`src/rtl/div_pkg.sv`:
```
// Shared types and constants for the multiply-add dividend reconstructor.
// Optional DIV_CHECK_EN flags inconsistent (R >= D) division triples.
package div_pkg;
    localparam int OPW       = 4;
    localparam int RESW      = 8;
    localparam int CNTW      = $clog2(OPW);
    localparam logic [RESW-1:0] DIV0_CODE = 8'hFF;
    localparam logic [7:0]      UIO_OE    = 8'b1110_0000;

    localparam int UIO_START = 4;
    localparam int UIO_BUSY  = 5;
    localparam int UIO_DONE  = 6;
    localparam int UIO_ERR   = 7;

    typedef enum logic [1:0] {
        ST_IDLE,
        ST_MUL,
        ST_ADD,
        ST_DONE
    } state_e;
endpackage

```
`src/rtl/mul4_shift_add.sv`:
```
// Serial 4x4 shift-add multiplier: one partial product per enabled step.
module mul4_shift_add
    import div_pkg::*;
(
    input  logic            clk,
    input  logic            rst,
    input  logic            en,
    input  logic            clear,
    input  logic            step,
    input  logic [OPW-1:0]  q,
    input  logic [OPW-1:0]  d,
    output logic [RESW-1:0] acc,
    output logic [CNTW-1:0] cnt,
    output logic            last
);
    logic [RESW-1:0] acc_q, acc_d;
    logic [CNTW-1:0] cnt_q, cnt_d;

    always_comb begin
        acc_d = acc_q;
        cnt_d = cnt_q;
        if (clear) begin
            acc_d = '0;
            cnt_d = '0;
        end else if (step) begin
            if (d[cnt_q])
                acc_d = acc_q + (RESW'(q) << cnt_q);
            cnt_d = cnt_q + 1'b1;
        end
    end

    always_ff @(posedge clk) begin
        if (rst) begin
            acc_q <= '0;
            cnt_q <= '0;
        end else if (en) begin
            acc_q <= acc_d;
            cnt_q <= cnt_d;
        end
    end

    assign acc  = acc_q;
    assign cnt  = cnt_q;
    assign last = (cnt_q == CNTW'(OPW - 1));
endmodule

```
`src/rtl/tt_um_div_reconstruct.sv`:
```
// Rebuilds a dividend as Q*D + R over five cycles (4 multiply steps + add).
// Define DIV_CHECK_EN to raise err when the latched triple has R >= D.
module tt_um_div_reconstruct
    import div_pkg::*;
(
    input  logic       clk,
    input  logic       rst,
    input  logic       ena,
    input  logic [7:0] ui_in,
    input  logic [7:0] uio_in,
    output logic [7:0] uo_out,
    output logic [7:0] uio_out,
    output logic [7:0] uio_oe
);
    state_e state_q, state_d;

    logic [OPW-1:0]  q_q, d_q, r_q;
    logic [RESW-1:0] res_q, res_d;
    logic [RESW-1:0] acc;
    logic [CNTW-1:0] cnt;
    logic            last;
    logic            start;
    logic            busy, done, err, clear, step, load;
    logic            unused_uio;

    assign start      = uio_in[UIO_START];
    assign unused_uio = &{1'b0, uio_in[7:5], cnt};

    always_ff @(posedge clk) begin
        if (rst)
            state_q <= ST_IDLE;
        else if (ena)
            state_q <= state_d;
    end

    always_comb begin
        state_d = state_q;
        case (state_q)
            ST_IDLE: if (start) state_d = ST_MUL;
            ST_MUL:  if (last)  state_d = ST_ADD;
            ST_ADD:             state_d = ST_DONE;
            ST_DONE:            state_d = ST_IDLE;
            default:            state_d = ST_IDLE;
        endcase
    end

    always_comb begin
        busy  = (state_q != ST_IDLE);
        done  = (state_q == ST_DONE);
        clear = (state_q == ST_IDLE) && start;
        step  = (state_q == ST_MUL);
        load  = (state_q == ST_ADD);
    end

    always_ff @(posedge clk) begin
        if (rst) begin
            q_q <= '0;
            d_q <= '0;
            r_q <= '0;
        end else if (ena && clear) begin
            q_q <= ui_in[7:4];
            d_q <= ui_in[3:0];
            r_q <= uio_in[3:0];
        end
    end

    mul4_shift_add u_mul (
        .clk   (clk),
        .rst   (rst),
        .en    (ena),
        .clear (clear),
        .step  (step),
        .q     (q_q),
        .d     (d_q),
        .acc   (acc),
        .cnt   (cnt),
        .last  (last)
    );

    // A zero divisor reports the divider's div-by-zero code instead of Q*0+R.
    always_comb begin
        res_d = res_q;
        if (load)
            res_d = (d_q == '0) ? DIV0_CODE : acc + RESW'(r_q);
    end

    always_ff @(posedge clk) begin
        if (rst)
            res_q <= '0;
        else if (ena)
            res_q <= res_d;
    end

`ifdef DIV_CHECK_EN
    logic err_q, err_d;

    always_comb begin
        err_d = err_q;
        if (load)
            err_d = (d_q != '0) && (r_q >= d_q);
    end

    always_ff @(posedge clk) begin
        if (rst)
            err_q <= 1'b0;
        else if (ena)
            err_q <= err_d;
    end

    assign err = err_q;
`else
    assign err = 1'b0;
`endif

    always_comb begin
        uio_out            = '0;
        uio_out[UIO_BUSY]  = busy;
        uio_out[UIO_DONE]  = done;
        uio_out[UIO_ERR]   = err;
    end

    assign uo_out = res_q;
    assign uio_oe = UIO_OE;
endmodule

```
`config.mk`:
```
export PLATFORM = sky130hd
export DESIGN_NAME = tt_um_div_reconstruct
export DESIGN_NICKNAME = d
export VERILOG_FILES = /design/src/rtl/div_pkg.sv /design/src/rtl/mul4_shift_add.sv /design/src/rtl/tt_um_div_reconstruct.sv
export SDC_FILE = /design/constraint.sdc
export NUM_CORES = 1
export LEC_CHECK = 0
export ABC_AREA = 1
export BUFFER_PORTS_ARGS = -buffer_cell sky130_fd_sc_hd__buf_4
export CORE_MARGIN = 4
export CORE_UTILIZATION = 50
export DETAILED_ROUTE_END_ITERATION = 8
export PLACE_DENSITY = 0.86
export SLEW_MARGIN = 40
export SYNTH_ARGS = -nofsm -noshare
export SYNTH_HDL_FRONTEND = slang
export SYNTH_HIERARCHICAL = 1
export SYNTH_SLANG_ARGS = --single-unit
```
`constraint.sdc`:
```
create_clock -name clk -period 1.7 [get_ports clk]
set_input_delay 0.255 -clock clk [delete_from_list [all_inputs] [get_ports clk]]
set_output_delay 0.255 -clock clk [all_outputs]
set_load 0.03 [all_outputs]
```
; ---- Word-level counts from Yosys, hierarchy flattened
; Index checks and enable logic that the tools add are counted.
[word_totals]
inputBits = 19
reg_bits = 32
n_memories = 0
romBits = 0
latchBits = 0
ram_bits = 0
output_inout_bits = 24
elab_cells = 40
[op_classes]
eq_ne = 6
n_bitwise = 0
multipliers = 0
magnitude_cmp = 1
n_div = 0
n_reduce_logical = 11
shifts = 1
mux = 11
n_addsub = 3
[op_table]
columns = op, n
row1 = 8-bit 2-to-1 mux, 4
row2 = 8-bit by 4-bit adder with 8-bit output, 1
row3 = 8-bit adder, 1
row4 = 2-bit 2-to-1 mux, 4
row5 = 2-bit one-hot mux with 4 select lines, 1
row6 = 4-bit by 2-bit << shifter with 8-bit output, 1
row7 = 2-bit == test (second input constant), 3
row8 = 3-bit AND reduction, 2
row9 = 2-bit nonzero test, 3
row10 = 4-bit logical NOT, 1
row11 = 2-bit inequality test (second input constant), 2
row12 = 2-bit AND reduction, 2
row13 = 2-bit by 3-bit < comparator with 1-bit output (second input constant), 1
row14 = 2-bit by 1-bit adder with 2-bit output (second input constant), 1
row15 = 1-bit binary-select mux with 2-bit select, 1
row16 = 2-bit by 1-bit == test with 1-bit output (second input constant), 1
row17 = 1-bit logical AND, 2
row18 = 2-bit logical NOT, 1
row19 = 1-bit 2-to-1 mux, 1

; ---- Depth between registers and ports, before layout
; Gate-level depths: netlist of the first run.
[depth]
word_depth = 5
ltp_mapped = 15
ltp_nobuf = 15

; ---- Hierarchy
; Netlist of the first run, hierarchy kept.
[modules_own_cells]
columns = module, cells_each, seq_area_each_um2, area_per_inst_um2, n_inst
row1 = tt_um_div_reconstruct, 180, 440.4, 1333.8, 1
row2 = mul4_shift_add, 142, 200.2, 937.1, 1

; ---- Least setup slack after synthesis of the first run
; OpenSTA, ideal clock, no wires.
[synth_path]
path_type = register to register
start = register u_mul.cnt_q[0], in the netlist u_mul/cnt[0]
end = register u_mul.acc_q[4], in the netlist u_mul/acc[4]
t_required_ps = 1579
setup_time_ps = 121
period_less_slack_ps = 1864
t_arrival_ps = 1743
path_buffers = 1
path_stages_with_launch = 11
path_slack_ps = -164
cell_sequence = dfxtp_1 buf_6 mux2i_1 mux2i_1 ha_1 or2_2 nand2_1 xor2_1 inv_1 nand2_1 a21oi_2
[synth_between]
elab_chain_cells = 5
word_cells_on_any_way = 9
classes_between = 1 x add/sub / 1 x shift / 5 x mux / 2 x reduce/logical
[synth_lines]
columns = element, line_no
row1 = from (decl), mul4_shift_add.sv:17  ; logic [CNTW-1:0] cnt_q, cnt_d;
row2 = from (signal assigned), mul4_shift_add.sv:38  ; cnt_q <= cnt_d;
row3 = 4-bit by 2-bit << shifter with 8-bit output, mul4_shift_add.sv:27  ; acc_d = acc_q + (RESW'(q) << cnt_q);
row4 = 8-bit adder, mul4_shift_add.sv:27
row5 = 8-bit 2-to-1 mux, mul4_shift_add.sv:26  ; if (d[cnt_q])
row6 = 8-bit 2-to-1 mux, mul4_shift_add.sv:25  ; end else if (step) begin
row7 = 8-bit 2-to-1 mux, mul4_shift_add.sv:22  ; if (clear) begin
row8 = to (signal assigned), mul4_shift_add.sv:34  ; acc_q <= '0;
row9 = to (signal assigned), mul4_shift_add.sv:37  ; acc_q <= acc_d;
row10 = to (decl), mul4_shift_add.sv:16  ; logic [RESW-1:0] acc_q, acc_d;
; Several ways; a longest one is shown, not always the timed one. The select of a mux whose other input is x is not followed.
; A chain may end at the register's enable or synchronous reset.

; ---- Worst setup path after layout of the first run
[layout_path]
start = register u_mul.cnt_q[0], in the netlist u_mul/cnt[0]
end = register u_mul.acc_q[7], in the netlist u_mul/acc[7]
; Same word-level chain as after synthesis.

==> results of run 1 <==
## worst min-delay path: stages
cell	delay (ns)
buf_4	0.11
nand3_1	0.07
a21oi_1	0.06
## metrics by stage
stage               setup TNS (ns)  setup WS, ns  cell area [um^2]  utilization
CTS                         -0.546        -0.132              2630        0.600
floorplan                   -0.146       -0.0749              2320            -
detailed placement          -0.639        -0.175              2520        0.574
global route                 -1.56        -0.269              2690        0.613
global placement            -0.353        -0.108              2520        0.574
finish                      -0.602        -0.155              2690        0.613
## registers in the layout, indices dropped and copies added (netlist names)
register   count
d_q            4
q_q            4
r_q            4
state_q        2
u_mul/acc      8
u_mul/cnt      2
uo_out         8
## metal layers
layer  up-vias  wire, um  GRT usage
met5         -         0          0
met1       991      2170      0.212
met3        16       211     0.0396
met4         0       130     0.0893
li1       1069         -          -
met2        66      2740      0.370
## cells in the mapped netlist, drive strengths merged
cell / count / area, um^2
inv: 49 / 194
o21ai: 16 / 80.1
nand3: 27 / 160
conb: 2 / 7.51
o211ai: 2 / 15.0
fa: 2 / 40.0
or2: 2 / 15.0
xor2: 2 / 17.5
nand4: 4 / 25.0
dfxtp: 32 / 641
nor3: 2 / 10.0
nand2: 82 / 345
buf: 21 / 166
mux2i: 3 / 30.0
nor2: 24 / 92.6
ha: 17 / 213
nand3b: 3 / 22.5
clkinv: 2 / 13.8
xnor2: 1 / 8.76
a21oi: 28 / 170
clkbuf: 1 / 3.75
## cell families (layout without fill, tap and decap cells)
logic type	count (synthesis)	count (layout)	share of synthesized area
xor+xnor	3	3	0.0116
compound gates	46	46	0.117
buf+inv	73	102	0.166
fa+ha+maj	19	19	0.111
mux	3	3	0.0132
other cells	2	14	0.00331
flops	32	32	0.282
simple gates	144	144	0.295
## cell type report
cell class / count / share of cell area
multi-input cells: 229 / 0.500
inverters: 51 / 0.0773
clock inverters: 2 / 0.00373
flip-flops and latches: 32 / 0.244
repair buffers: 43 / 0.120
well taps: 52 / 0.0242
clock buffers: 6 / 0.0307
## path summary, 6_finish.rpt
| check | endpoint | slack (ns) | depth (start not counted) |
|---|---|---|---|
| worst max-delay path | u_mul/acc[7] | -0.15 | 11 |
| worst min-delay path | r_q[0] | 0.24 | 3 |
| worst max register to register | u_mul/acc[7] | -0.15 | 11 |
| worst min register to register | d_q[3] | 0.48 | 2 |
## power breakdown
part           leakage, uW  switching [uW]  internal [uW]  total (uW)
clock network    0.0000510             276            322         599
logic              0.00102             346            198         544
registers         0.000264            41.0            799         840
## what timing repair did
action,in CTS,in global routing
setup endpoints to repair,6,12
hold endpoints to repair,0,0
pin swaps,4,7
buffers inserted,1,2
resized for setup,10,13
==> run metrics, run 1 <==
Post-DP HPWL=3890 um; fillers=366; WL final=5250 um; cell area after synthesis=2270 um^2; total gr overflow=0; Final Hold Viols=0; Worst Setup End Kind=flop; status=complete, but fails checks; synthesized instance count=322; Bufs and invs on worst path=1; WL/cell=12.7 um; CP Launch Point=u_mul/cnt[0]; Die H=75.4 um; unrepaired setup endpoints after global routing=yes; CTS Buf Count=5; Synth Warn #=6; LEAKAGE=0.00133 uW; Pre-antenna DRT Iters=4; Max Fclk=~540 MHz; proportion of layout cells with a drive suffix above 1=0.270; Worst Path Max Fanout=7; Tightest Hold Check Type=in2reg; maximum vdd ir drop=649 uV; worst setup margin=-0.155 ns; most frequent cells in the layout=nand2_1 (69), inv_1 (43), buf_4 (43); Mean Syn Cell Area=7.05 um^2; vias in the first global route=between 2,000 and 2,500; nature of the critical path startpoint=flop; top cell family by delay on the critical path=simple AND/OR/NAND/NOR gates; Worst-path clk slew=0.07 ns; H-tree Lvls=2; Root Driver=clkbuf_8; Seq. cell area=654 um^2; IO Port Bufs=25; Total GRT Usage=0.198; Slowest-stage cell, CP=dfxtp_4; kind of critical path=reg2reg; GPL Wtd Cong=0.833; DRT iter0 DRCs=between 100 and 150; hold_sp=uio_in[0]; vias=approximately 2,100; Post-CTS Hold Fix Bufs=0; final setup fails=5; pwr/cell area=roughly 740 nW/um^2; Multi-input gate area=approximately 1300 um^2; Power Total=1980 uW; dpl cells=404; starting density of the core=0.518; Worst path most repeated cell=nand2_1; Clock Sinks=32; I/O Pins=43; post-route ant nets=0; Netlist cell types=33; sequential area share after synthesis=0.282; Die Span X=75.4 um; CTS tree=done; area grow syn2layout=18.3%; antenna violations before repair=0; WP data arrival=approximately 2.1 ns; Fin Hold WS=0.240 ns; core area=4380 um^2; worst-path cell chain=mux2i_1 > mux2i_1 > ha_1 > nand2_1 > nor2_1 > nand2_1 > nand2_2 > nand3_1 > nand2_1 > inv_1 > nor2_1; failing checks=setup timing; Remaining DRCs=0; flops & latches, synth=32; Max-Cap Viols=0; R2R Path Start=u_mul/cnt[0]; Worst Path Required=approximately 1.9 ns; DIE AREA=about 5700 um^2; fin nets=400; Setup Skew=0.00514 ns; row cnt=24; Tmin final=between 1.5 and 2 ns; drt via density=slightly above 5; Worst-Skew Late Latency=between 0.2 and 0.3 ns; fin. max-slew vios=0; ant diodes=0; largest net degree at the start of global routing=23; first-pass GRT wire length=slightly below 9000 um; post-route insts no fill=415; most common cell after layout, fill and taps aside=nand2_1; fin crit share=1.09; critical path's largest stage delay=0.39 ns; CTS max path bufs=2
(Power assumes the default switching activity.)
==> run 2: changes to the inputs <==
--- a/config.mk
+++ b/config.mk
@@ -10,7 +10,7 @@
 export CORE_MARGIN = 4
 export CORE_UTILIZATION = 50
 export DETAILED_ROUTE_END_ITERATION = 8
-export PLACE_DENSITY = 0.86
+export PLACE_DENSITY = 0.8
 export SLEW_MARGIN = 40
 export SYNTH_ARGS = -nofsm -noshare
 export SYNTH_HDL_FRONTEND = slang
==> constraint.sdc (replaced) <==
create_clock -name clk -period 1.7 [get_ports clk]
set_input_delay 0.085 -clock clk [delete_from_list [all_inputs] [get_ports clk]]
set_output_delay 0.085 -clock clk [all_outputs]
set_load 0.03 [all_outputs]
==> run 2 against run 1 <==
The run still ends with setup timing left. First-iteration DRC count fell by 13%. Critical path depth fell by 2. Wire length fell by 6.9%. Clock skew fell by 0.0017 ns. Setup slack improved by 0.046 ns. Worst hold slack got worse by 0.16 ns. Core utilization rose by 0.51 points. Clock-buffer cell count rose by 2. Register-to-register slack improved by 0.05 ns. Die area did not move. Flip-flop and latch count did not move. Fmax rose by 2.5%. Highest routed layer unchanged.
==> run metrics, run 2 (synthesis gave the netlist of run 1 again) <==
status=complete, but fails checks (unchanged); failing checks=setup timing (unchanged); Remaining DRCs=0 (unchanged); DRT iter0 DRCs=118 (was 135); fin nets=400 (unchanged); WL/cell=11.8 um (was 12.7 um); H-tree Lvls=2 (unchanged); WP data arrival=1.98 ns (was 2.08 ns); antenna violations before repair=0 (unchanged); nature of the critical path startpoint=flop (unchanged); Fin Hold WS=0.0811 ns (was 0.240 ns); vias=2,063 (was 2,142); Tmin final=1.81 ns (was 1.85 ns); fin crit share=1.06 (was 1.09); ant diodes=0 (unchanged); Comb power frac=0.278 (was 0.274); first-pass GRT wire length=8360 um (was 8750 um); Total GRT Usage=0.192 (was 0.198); starting density of the core=0.518 (unchanged); worst setup margin=-0.109 ns (was -0.155 ns); unrepaired setup endpoints after global routing=yes (unchanged); most frequent cells in the layout=nand2_1 (68), inv_1 (43), buf_4 (42) (was nand2_1 (69), inv_1 (43), buf_4 (43)); post-route insts no fill=415 (unchanged); area grow syn2layout=19.3% (was 18.3%); Worst Path Required=1.87 ns (was 1.93 ns); DIE AREA=5680 um^2 (unchanged); Setup Skew=0.00341 ns (was 0.00514 ns); total gr overflow=0 (unchanged); CTS Buf Count=5 (unchanged); Reg power frac=0.424 (about the same); drt via density=4.97 (was 5.16); Fin Setup TNS=-0.442 ns (was -0.602 ns); largest net degree at the start of global routing=23 (unchanged); IO Port Bufs=25 (unchanged); Die H=75.4 um (unchanged); pwr/cell area=731 nW/um^2 (was 738 nW/um^2); CTS tree=done (unchanged); CTS max path bufs=2 (unchanged); I/O Pins=43 (unchanged); Max Fclk=553 MHz (was 539 MHz); proportion of layout cells with a drive suffix above 1=0.278 (was 0.270); fillers=381 (was 366); WL final=4890 um (was 5250 um); Pint=1340 uW (was 1320 uW); maximum vdd ir drop=656 uV (was 649 uV); Worst-path clk slew=0.06 ns (was 0.07 ns); Post-DP HPWL=3730 um (was 3890 um); GPL Wtd Cong=0.852 (was 0.833); Max-Cap Viols=0 (unchanged); Pre-antenna DRT Iters=4 (unchanged); clock group share of total power=0.299 (was 0.302); Die Span X=75.4 um (unchanged); core area=4380 um^2 (unchanged); sw power=645 uW (was 664 uW); Final Hold Viols=0 (unchanged); fin. max-slew vios=0 (unchanged); Tightest Hold Check Type=in2reg (unchanged); Worst-Skew Late Latency=0.28 ns (was 0.29 ns); vias in the first global route=1,910 (was 2,101); post-route ant nets=0 (unchanged); LEAKAGE=0.00133 uW (about the same); switching part of the total=0.326 (was 0.335); row cnt=24 (unchanged); most common cell after layout, fill and taps aside=nand2_1 (unchanged); Worst Path Max Fanout=7 (unchanged); Root Driver=clkbuf_8 (unchanged); dpl cells=404 (unchanged); kind of critical path=reg2reg (unchanged); Clock Sinks=32 (unchanged); final setup fails=6 (was 5); Worst Setup End Kind=flop (unchanged)
## run 2: changes by cell type in the layout (fill, tap and decap cells not counted), moves of 2 or more
cell	delta
dfxtp_4	-2
o21ai_1	-3
clkinv_2	-2
clkbuf_1	+2
o21ai_2	+2
## run 2: path summary, 6_finish.rpt
check | from | end | slack (ns) | cells past startpoint
max | u_mul/cnt[0] | u_mul/acc[4] | -0.11 | 9
max reg2reg | u_mul/cnt[0] | u_mul/acc[4] | -0.11 | 9
min reg2reg | r_q[0] | r_q[0] | 0.47 | 2
min | uio_in[3] | r_q[3] | 0.08 | 3
## run 2: timing repair
action / 4_1_cts / 5_1_grt
hold buffers: 0 / 0
pin swaps: 6 / 8
endpoints found under the setup margin: 6 / 10
resized for setup: 9 / 17
setup buffers: 1 / 2
## run 2: area by class of cell
class / count / area [um^2] / share of cell area
multi-input combinational: 229 / 1370 / 0.506
sequential: 32 / 648 / 0.239
timing repair buffer: 43 / 327 / 0.121
inverter: 51 / 208 / 0.0767
clock buffer: 8 / 90.1 / 0.0333
tap: 52 / 65.1 / 0.0240
## run 2: metal layers
layer	up-vias	wire length, um	global-route usage
met5	-	0	0
met4	0	93	0.0641
met2	55	2400	0.332
li1	1069	-	-
met3	10	258	0.0383
met1	929	2140	0.239
## run 2: power by group through the flow
stage	clock (uW)	combinational (uW)	sequential [uW]
CTS	608	526	838
detailed placement	0	512	853
finish	591	550	840
global route	633	607	847
floorplan	0	382	870
global placement	0	500	851
## run 2: per-stage QoR
| step | worst slack (ns) | util | instance area, um^2 | power [uW] |
|---|---|---|---|---|
| floorplan | -0.0749 | - | 2320 | 1250 |
| global placement | -0.104 | 0.574 | 2520 | 1350 |
| detailed placement | -0.224 | 0.574 | 2520 | 1370 |
| CTS | -0.108 | 0.604 | 2650 | 1970 |
| global route | -0.242 | 0.618 | 2710 | 2090 |
| finish | -0.109 | 0.618 | 2710 | 1980 |
## run 2: worst max-delay path, stage by stage, from the launching register on
cell and delay, ns:
dfxtp_4 0.40, mux2i_2 0.26, mux2i_1 0.10, ha_1 0.33
or2_4 0.25, nand2_2 0.06, xor2_1 0.13, inv_1 0.05
nand2_1 0.06, a21oi_2 0.05
==> run 3: changes to the inputs <==
==> constraint.sdc (replaced) <==
create_clock -name clk -period 1.7 [get_ports clk]
set_input_delay 0.17 -clock clk [delete_from_list [all_inputs] [get_ports clk]]
set_output_delay 0.17 -clock clk [all_outputs]
set_load 0.03 [all_outputs]
==> run 3 against run 2 <==
The run still ends with setup timing left. Global-route usage down 0.92 points. Wire length about the same. Clock power about the same. Critical endpoint unchanged. Critical path depth unchanged. Via count down 0.63%. Fmax down 1.9%. First-iteration DRC count down 36%. Final cell count up 0.96%. Sequential share of layout area down 0.63 points. Combinational power up 0.9%. Worst hold slack better by 0.087 ns. Register-to-register slack worse by 0.04 ns.
==> run metrics, run 3 (synthesis gave the netlist of run 1 again) <==
status=complete, but fails checks (unchanged); failing checks=setup timing (unchanged); Multi-input gate area=1420 um^2 (was 1370 um^2); CTS max path bufs=2 (unchanged); Die Span X=75.4 um (unchanged); unrepaired setup endpoints after global routing=yes (unchanged); Max-Cap Viols=0 (unchanged); Pint=1340 uW (about the same); R2R cell count=9 (unchanged); WP data arrival=2.00 ns (was 1.98 ns); Worst Setup End Kind=flop (unchanged); proportion of layout cells with a drive suffix above 1=0.302 (was 0.278); fin. max-slew vios=0 (unchanged); kind of critical path=reg2reg (unchanged); fin crit share=1.08 (was 1.06); post-route insts no fill=419 (was 415); final setup fails=5 (was 6); hold_sp=ui_in[4] (was uio_in[3]); vias=2,050 (was 2,063); largest net degree at the start of global routing=23 (unchanged); Place WS=-0.143 ns (was -0.224 ns); Comb power frac=0.279 (was 0.278); maximum vdd ir drop=703 uV (was 656 uV); Worst-path clk slew=0.06 ns (about the same); Worst Path Max Fanout=7 (unchanged); Total GRT Usage=0.183 (was 0.192); fillers=364 (was 381); Pre-antenna DRT Iters=4 (unchanged); Remaining DRCs=0 (unchanged); row cnt=24 (unchanged); vias in the first global route=1,979 (was 1,910); post-route ant nets=0 (unchanged); Fin Hold WS=0.168 ns (was 0.0811 ns); Max Fclk=542 MHz (was 553 MHz); pwr/cell area=714 nW/um^2 (was 731 nW/um^2); Clock Sinks=32 (unchanged); Worst Path Required=1.86 ns (was 1.87 ns); LEAKAGE=0.00134 uW (was 0.00133 uW); Tightest Hold Check Type=in2reg (unchanged); R2R Path Start=u_mul/cnt[0] (unchanged); Root Driver=clkbuf_8 (unchanged); CTS Buf Count=5 (unchanged); DRT iter0 DRCs=75 (was 118); dpl cells=408 (was 404); first-pass GRT wire length=8160 um (was 8360 um); H-tree Lvls=2 (unchanged); Seq. cell area=648 um^2 (unchanged); nature of the critical path startpoint=flop (unchanged); CTS tree=done (unchanged); WL/cell=11.7 um (was 11.8 um); DIE AREA=5680 um^2 (unchanged); total gr overflow=0 (unchanged); GPL Wtd Cong=0.858 (was 0.852); most frequent cells in the layout=nand2_1 (67), buf_4 (47), inv_1 (44) (was nand2_1 (68), inv_1 (43), buf_4 (42)); Die H=75.4 um (unchanged); core area=4380 um^2 (unchanged); Setup Skew=0.00367 ns (was 0.00341 ns); antenna violations before repair=0 (unchanged); WL final=4890 um (about the same); starting density of the core=0.518 (unchanged); Final Hold Viols=0 (unchanged); area grow syn2layout=22.5% (was 19.3%); ant diodes=0 (unchanged); Worst-Skew Late Latency=0.28 ns (about the same); CP Launch Point=u_mul/cnt[0] (unchanged); sw power=643 uW (was 645 uW); clock group share of total power=0.297 (was 0.299); Reg power frac=0.424 (about the same); worst setup margin=-0.144 ns (was -0.109 ns); IO Port Bufs=25 (unchanged); most common cell after layout, fill and taps aside=nand2_1 (unchanged); fin nets=404 (was 400); Tmin final=1.84 ns (was 1.81 ns); switching part of the total=0.324 (was 0.326); Post-DP HPWL=3720 um (was 3730 um); Hold Crit Depth=3 (unchanged); I/O Pins=43 (unchanged); drt via density=4.89 (was 4.97)
[run 3: cell count changes in the layout (fill, tap and decap cells not counted), sizes merged]
cell	delta
buf	+4
[run 3: power groups by stage]
stage | Combinational [uW] | Sequential [uW] | Clock (uW)
after floorplan | 382 | 870 | 0
after global placement | 508 | 851 | 0
after detailed placement | 520 | 853 | 0
after CTS | 532 | 838 | 608
after global routing | 613 | 850 | 644
final | 555 | 843 | 589
[run 3: final cells by class]
type | count | share of cell area
Multi-Input combinational cell | 229 | 0.510
Sequential cell | 32 | 0.233
Timing Repair Buffer | 47 | 0.127
Inverter | 51 | 0.0746
Clock buffer | 8 | 0.0324
Tap cell | 52 | 0.0234
[run 3: worst paths after layout]
check                 endpoint  slack (ns)
setup reg to reg  u_mul/acc[4]       -0.14
setup / recovery  u_mul/acc[4]       -0.14
hold / removal          q_q[0]        0.17
hold reg to reg         r_q[3]        0.47
[run 3: repair_timing]
action,4_1_cts,5_1_grt
gates cloned,0,0
endpoints found under the setup margin,6,9
pin swaps,13,14
buffers inserted,1,2
gates resized for setup,13,18
hold buffers,0,0
[run 3: routing by layer]
layer | part of all wire | up-vias | GRT usage
met5 | 0 | - | 0
met3 | 0.040 | 6 | 0.0356
met2 | 0.51 | 39 | 0.327
li1 | - | 1080 | -
met1 | 0.44 | 925 | 0.219
met4 | 0.011 | 0 | 0.0583
[run 3: worst max-delay path, stage by stage, from the launching register on]
cell and delay (ns):
dfxtp_4 0.40, mux2i_2 0.24, mux2i_1 0.11, ha_1 0.35
or2_4 0.25, nand2_2 0.06, xor2_1 0.14, inv_1 0.05
nand2_1 0.06, a21oi_2 0.05
[run 3: per-stage QoR]
stage / setup TNS [ns] / util / total power [uW] / cell area (um^2)
finish: -0.470 / 0.635 / 1990 / 2780
global route: -1.29 / 0.635 / 2110 / 2780
CTS: -0.428 / 0.610 / 1980 / 2670
detailed placement: -0.649 / 0.581 / 1370 / 2550
global placement: -0.396 / 0.581 / 1360 / 2550
floorplan: -0.146 / - / 1250 / 2320
